<file path="src/rtl/imem_fill_ctrl.sv">
// Instruction-line fill controller: holds one 4-word line and its tag,
// and fetches a new line on a miss with a four-beat memory burst.
module imem_fill_ctrl #(
  parameter int ADDR_LEN = 32,
  parameter int INSN_LEN = 32
) (
  input  logic                  clk,
  input  logic                  reset,
  input  logic [ADDR_LEN-1:0]   pc,
  input  logic                  fetch_req,
  input  logic                  redirect,
  input  logic                  inv,
  output logic                  line_valid,
  output logic [4*INSN_LEN-1:0] idata,
  output logic                  mem_req,
  output logic [ADDR_LEN-1:0]   mem_addr,
  input  logic                  mem_ack,
  input  logic                  mem_rvalid,
  input  logic [INSN_LEN-1:0]   mem_rdata
);

  localparam int TW = ADDR_LEN - 4;

  typedef enum logic [1:0] {
    IDLE,
    REQ,
    FILL
  } state_e;

  state_e              state_q, state_d;
  logic [1:0]          beat_cnt_q, beat_cnt_d;
  logic                drop_q, drop_d;
  logic                valid_q, valid_d;
  logic [TW-1:0]       tag_q, tag_d;
  logic [ADDR_LEN-1:0] addr_q, addr_d;
  logic [INSN_LEN-1:0] line_q [4];
  logic [INSN_LEN-1:0] line_d [4];
  logic                hit;

  assign hit        = valid_q && (tag_q == pc[ADDR_LEN-1:4]);
  assign line_valid = hit;
  assign idata      = {line_q[3], line_q[2], line_q[1], line_q[0]};
  assign mem_req    = (state_q == REQ);
  assign mem_addr   = addr_q;

  always_ff @(posedge clk) begin
    if (!reset) begin
      state_q    <= IDLE;
      beat_cnt_q <= 2'd0;
      drop_q     <= 1'b0;
      valid_q    <= 1'b0;
      tag_q      <= '0;
      addr_q     <= '0;
      for (int k = 0; k < 4; k++) line_q[k] <= '0;
    end else begin
      state_q    <= state_d;
      beat_cnt_q <= beat_cnt_d;
      drop_q     <= drop_d;
      valid_q    <= valid_d;
      tag_q      <= tag_d;
      addr_q     <= addr_d;
      for (int k = 0; k < 4; k++) line_q[k] <= line_d[k];
    end
  end

  always_comb begin
    state_d    = state_q;
    beat_cnt_d = beat_cnt_q;
    drop_d     = drop_q;
    valid_d    = valid_q;
    tag_d      = tag_q;
    addr_d     = addr_q;
    for (int k = 0; k < 4; k++) line_d[k] = line_q[k];
    unique case (state_q)
      IDLE: begin
        if (inv) valid_d = 1'b0;
        if (fetch_req && !hit && !redirect) begin
          state_d = REQ;
          addr_d  = {pc[ADDR_LEN-1:4], 4'b0000};
          tag_d   = pc[ADDR_LEN-1:4];
          valid_d = 1'b0;
          drop_d  = 1'b0;
        end
      end
      REQ: begin
        if (redirect || inv) drop_d = 1'b1;
        if (mem_ack) begin
          state_d    = FILL;
          beat_cnt_d = 2'd0;
        end
      end
      FILL: begin
        if (redirect || inv) drop_d = 1'b1;
        // A stale burst still lands its data; only validation is suppressed
        if (mem_rvalid) begin
          line_d[beat_cnt_q] = mem_rdata;
          beat_cnt_d         = beat_cnt_q + 2'd1;
          if (beat_cnt_q == 2'd3) begin
            state_d = IDLE;
            valid_d = !drop_q && !inv;
          end
        end
      end
      default: state_d = IDLE;
    endcase
  end

endmodule

</file>
<file path="config.mk">
export PLATFORM = sky130hd
export DESIGN_NAME = imem_fill_ctrl
export DESIGN_NICKNAME = d
export VERILOG_FILES = /design/src/rtl/imem_fill_ctrl.sv
export SDC_FILE = /design/constraint.sdc
export NUM_CORES = 1
export LEC_CHECK = 0
export ABC_AREA = 0
export CORE_UTILIZATION = 42
export CTS_BUF_LIST = sky130_fd_sc_hd__clkbuf_8
export CTS_CLUSTER_DIAMETER = 50
export DETAILED_ROUTE_END_ITERATION = 12
export GPL_TIMING_DRIVEN = 0
export PLACE_DENSITY = 0.77
export SYNTH_ARGS = -nofsm -noshare
export SYNTH_HDL_FRONTEND = slang
export SYNTH_SLANG_ARGS = --single-unit
</file>
<file path="constraint.sdc">
create_clock -name clk -period 2 [get_ports clk]
set_input_delay 0.4 -clock clk [delete_from_list [all_inputs] [get_ports clk]]
set_output_delay 0.4 -clock clk [all_outputs]
set_load 0.02 [all_outputs]
</file>
Word-level counts from Yosys, hierarchy flattened:

Memories as Yosys holds them, arrays and structs flattened.
Cells that the tools add are included.

* $add $sub $neg: 1
* order comparisons: 2
* equality and inequality tests: 10
* mux-type cells: 27
* bitwise gates (word level): 5
* reductions and logical operators: 20

Operator list (count)
* 2-to-1 mux 128 bit: 2
* 2-to-1 mux 32 bit: 5
* bitwise mux 128 bit: 1
* demux 32 bit (select 2 bit): 1
* == test 28 bit: 1
* 2-to-1 mux 2 bit: 6
* 2-to-1 mux 1 bit: 8
* AND reduction 4 bit: 2
* != test 2 bit, second input constant: 3
* one-hot mux 2 bit (3 select lines): 1
* AND reduction 3 bit: 2
* nonzero test 2 bit: 3
* logical AND 1 bit: 5
* == test 2 bit, second input constant: 2
* logical NOT 1 bit: 4
* != test 2 x 1 -> 1 bit, second input constant: 2
* bitwise OR 1 bit: 4
* one-hot mux 1 bit (2 select lines): 2
* one-hot mux 2 bit (2 select lines): 1
* >= comparator 3 bit, second input constant: 1
* < comparator 3 x 1 -> 1 bit, second input constant: 1
* != test 3 bit, second input constant: 1
* NOT 2 -> 3 bit: 1
* adder 2 x 1 -> 2 bit, second input constant: 1
* other kinds (5): 5

* register bits: 34
* bits in writable memories: 128
* bits of input ports: 71
* output and inout port bits: 162
* logic and storage cells: 71
* memories: 1

Memory list
* line_q: depth 4, width 32, read ports 4, clocked after memory_dff 0, wr ports 4, RTL line 36 `logic [INSN_LEN-1:0] line_q [4];`

Logic depth before layout (Yosys ltp):

* word-level depth: 9
* depth in mapped cells: 9
* gate-level depth less buffers: 8

Worst setup path after synthesis:

No wires, ideal clock.

* path kind: reg2reg
* start point: register tag_q[13]
* end point: register tag_q[13]
* library setup time: 0.072 ns
* arrival: 2.023 ns
* required time: 1.928 ns
* setup slack: -0.095 ns
* stages on the path, launching flop included: 9
* path buffers: 2
* period minus slack after synthesis: 2.095 ns
* cells stage by stage: dfxtp_1 xnor2_1 nand3_1 or4_4 o21ai_4 or2_4 buf_12 buf_12 mux2i_1

* longest elaborated chain between the ends: 6

RTL lines
* start: declaration: RTL line 34 `logic [TW-1:0] tag_q, tag_d;`
* start signal: assignment: RTL line 60 `tag_q <= tag_d;`
* == test 28 bit: RTL line 40 `assign hit = valid_q && (tag_q == pc[ADDR_LEN-1:4]);`
* logical AND 1 bit: RTL line 40
* logical NOT 1 bit: RTL line 77 `if (fetch_req && !hit && !redirect) begin`
* logical AND 1 bit (2 in series): RTL line 77
* AND reduction 2 bit (no line)

No other way between the ends.
A chain may end at the register's enable or synchronous reset.

Worst setup path after layout:

* start point: register tag_q[14]
* end point: output port line_valid

* longest elaborated chain between the ends: 2

RTL lines
* == test 28 bit: RTL line 40
* logical AND 1 bit: RTL line 40
* end: declaration: RTL line 13 `output logic line_valid,`

No other way between the ends.

==> flow_metrics.tcl <==
set metrics [dict create \
    status "finished with violations" \
    violations "setup timing" \
    p_per_area_mw_per_mm2 707 \
    drt_iter0_markers 210 \
    synth_cells 788 \
    fin_crit_sh 1.12 \
    synth.distinct_cells 34 \
    ant_nets 0 \
    hold_viol 0 \
    final_max_slew_viol_count 0 \
    rsz0062_at_grt "true" \
    drc 0 \
    hpwl_mm 15.0 \
    coreArea_mm2 0.0154 \
    finalSetupViolCount 30 \
    worst_setup_path_end_kind "output port" \
    antenna_found_initial 0 \
    chipWidth_um 128 \
    path_cells "xnor2_2 > nand3_1 > or4_4 > nor2_1 > buf_4" \
    die_h_um 128 \
    drive_gt1_frac 0.0938 \
    syn-cell-area_mm2 0.00668 \
    overflow 0 \
    hold_ws_ns 0.238 \
    tightest_slew_ns 0.730 \
    critPathLaunchType "flop" \
    cp_max_fo 2 \
    p_leak_uw 0.00361 \
    relSlewSlack 0.513 \
    crit_buf_inv 1 \
    synth-seq-area-share 0.486 \
    wl_per_cell_um 15.8 \
    cts_max_level 4 \
    preCtsSetupSlack_ns -0.902 \
    max_stage_delay_ns 0.53 \
    cp_slowest_cell "or4_4" \
    die_area_mm2 0.0164 \
    synth_warnings 0 \
    synth_edf_count 0 \
    num_vias 6120 \
    avgViaCountPerCell 4.83 \
    grt_pass1_vias 5846 \
    crit_type "flop to output port" \
    setup_ws_ns -0.249 \
    pin_count 233 \
    grt_start_max_net_pins 17 \
    crit_arrival_ns 1.85 \
    total_power_uw 6950 \
    ys_ff_latch 162 \
    syn2layout_area_growth_pct 47.3 \
    place_inst 1225 \
    cts_tree "yes" \
    clkSlewWorstSetupHoldPaths_ns 0.09 \
    synthFlopType "dfxtp_1" \
    cts.sinks 162 \
    layout.nets 1123 \
    syn_area_per_cell_um2 8.47 \
    cts_made_buffers 17 \
    async_reset_ff_frac 0 \
    first_pass_iters 6 \
    maxCapViolCount 0 \
    cts_buffer_depth 2 \
    antenna_cells 0 \
    vdd_drop_max_v 0.000478 \
    period_minus_slack_ns 2.25 \
    grt_use_total 0.246 \
    place_congestion 0.795 \
    grt_pass1_wl_mm 31.0 \
    n_fill_cell 1317 \
    fmax_mhz 445 \
    rows 45 \
    root_buffer "clkbuf_8" \
    clock_skew_ns 0.0139 \
    start_util 0.434 \
    port_buffers 223 \
    critPathRequiredTime_ns 1.60 \
    final_cell_count_no_fill 1266 \
    cp_top_family "simple AND/OR/NAND/NOR gates" \
    totalWireLength_mm 19.9 \
    hp-class "input pin to flop" \
    cts_hold_buf 0 \
    clock_latency_ns 0.45 \
]
==> final timing paths <==
path,cells past startpoint,slack [ns],start,end
worst min register to register,2,0.46,line_q[3][6],line_q[3][6]
worst max register to register,9,-0.14,tag_q[14],tag_q[20]
worst max-delay path,5,-0.25,tag_q[14],line_valid
worst min-delay path,3,0.24,pc[11],tag_q[7]
==> report_power, final <==
group          switching, µW  total, µW  internal, µW  leakage [µW]
combinational            675       1340           668       0.00211
sequential              90.5       3420          3330       0.00131
clock                   1160       2190          1020      0.000186
total                   1930       6950          5020       0.00361
==> timing repair <==
item	4_1_cts	5_1_grt
pin swaps	12	8
endpoints found under the setup margin	152	149
gates resized for setup	30	46
setup buffers	9	2
cloned	2	0
==> kinds of logic (layout without fill, tap and decap cells) <==
kind of cell	after synthesis	after routing	synth area share
buf+inv	65	329	0.0461
xor+xnor	28	28	0.0367
compound gates	148	148	0.166
mux	29	29	0.0435
simple gates	347	347	0.206
other cells	1	4	0.000562
fa+ha+maj	8	8	0.0150
flops	162	162	0.486
==> cell usage in the layout (no fill, tap or decap), types with 3 or more instances in the layout <==
cell	count
nand2_1	323
clkdlybuf4s50_1	209
dfxtp_1	150
a21boi_0	130
clkbuf_1	33
mux2i_1	29
clkbuf_8	19
xor2_1	16
clkbuf_2	13
buf_4	13
dlygate4sd2_1	11
inv_1	10
xnor2_2	10
dfxtp_2	10
o21ai_0	7
ha_1	7
nor4_2	4
and3_1	4
conb_1	4
clkinv_2	4
nor2b_1	3
buf_12	3
==> synthesized netlist by cell type, types with 3 or more instances <==
| master | n | share of area |
|---|---|---|
| a21boi_0 | 130 | 0.15 |
| and3_1 | 4 | 0.0037 |
| buf_12 | 3 | 0.0090 |
| buf_4 | 4 | 0.0045 |
| clkbuf_1 | 50 | 0.028 |
| dfxtp_1 | 162 | 0.49 |
| ha_1 | 8 | 0.015 |
| inv_1 | 8 | 0.0045 |
| mux2i_1 | 29 | 0.043 |
| nand2_1 | 324 | 0.18 |
| nor2b_1 | 3 | 0.0028 |
| nor4_1 | 4 | 0.0037 |
| o21ai_0 | 7 | 0.0052 |
| xnor2_1 | 12 | 0.016 |
| xor2_1 | 16 | 0.021 |
==> worst min-delay path: cells and delay by family <==
family / cells / cell delay (ns)
simple gates: 1 / 0.06
buf+inv: 1 / 0.14
mux: 1 / 0.05
==> area by class of cell <==
type / count / area (µm²) / area share
flip-flops and latches: 162 / 3260 / 0.332
clock buffers: 19 / 262 / 0.0266
plain buffers: 55 / 294 / 0.0299
repair buffers: 236 / 2380 / 0.242
well taps: 211 / 264 / 0.0268
inverters: 8 / 30.0 / 0.00305
clock inverters: 11 / 90.1 / 0.00916
multi-input cells: 564 / 3250 / 0.331
==> stage by stage <==
| step | utilization | area [µm²] | TNS, ns |
|---|---|---|---|
| after global placement | 0.600 | 9220 | -42.53 |
| final | 0.640 | 9830 | -3.21 |
| after floorplan | - | 6730 | 0 |
| after CTS | 0.633 | 9730 | -3.49 |
| after detailed placement | 0.600 | 9220 | -47.29 |
| after global routing | 0.640 | 9830 | -5.86 |
==> routing by layer <==
layer  global-route usage  vias to the layer above  wire (µm)
li1                     -                     3057          -
met1                0.292                     2822       8500
met2                0.428                      209       9660
met3               0.0576                       32       1300
met4               0.0976                        0        486
met5                    0                        -          0
==> registers in the layout (all words and copies together), names as in the netlist <==
register    count
line_q        128
tag_q          28
beat_cnt_q      2
state_q         2
drop_q          1
valid_q         1
Power figures use the tool's default switching activity.
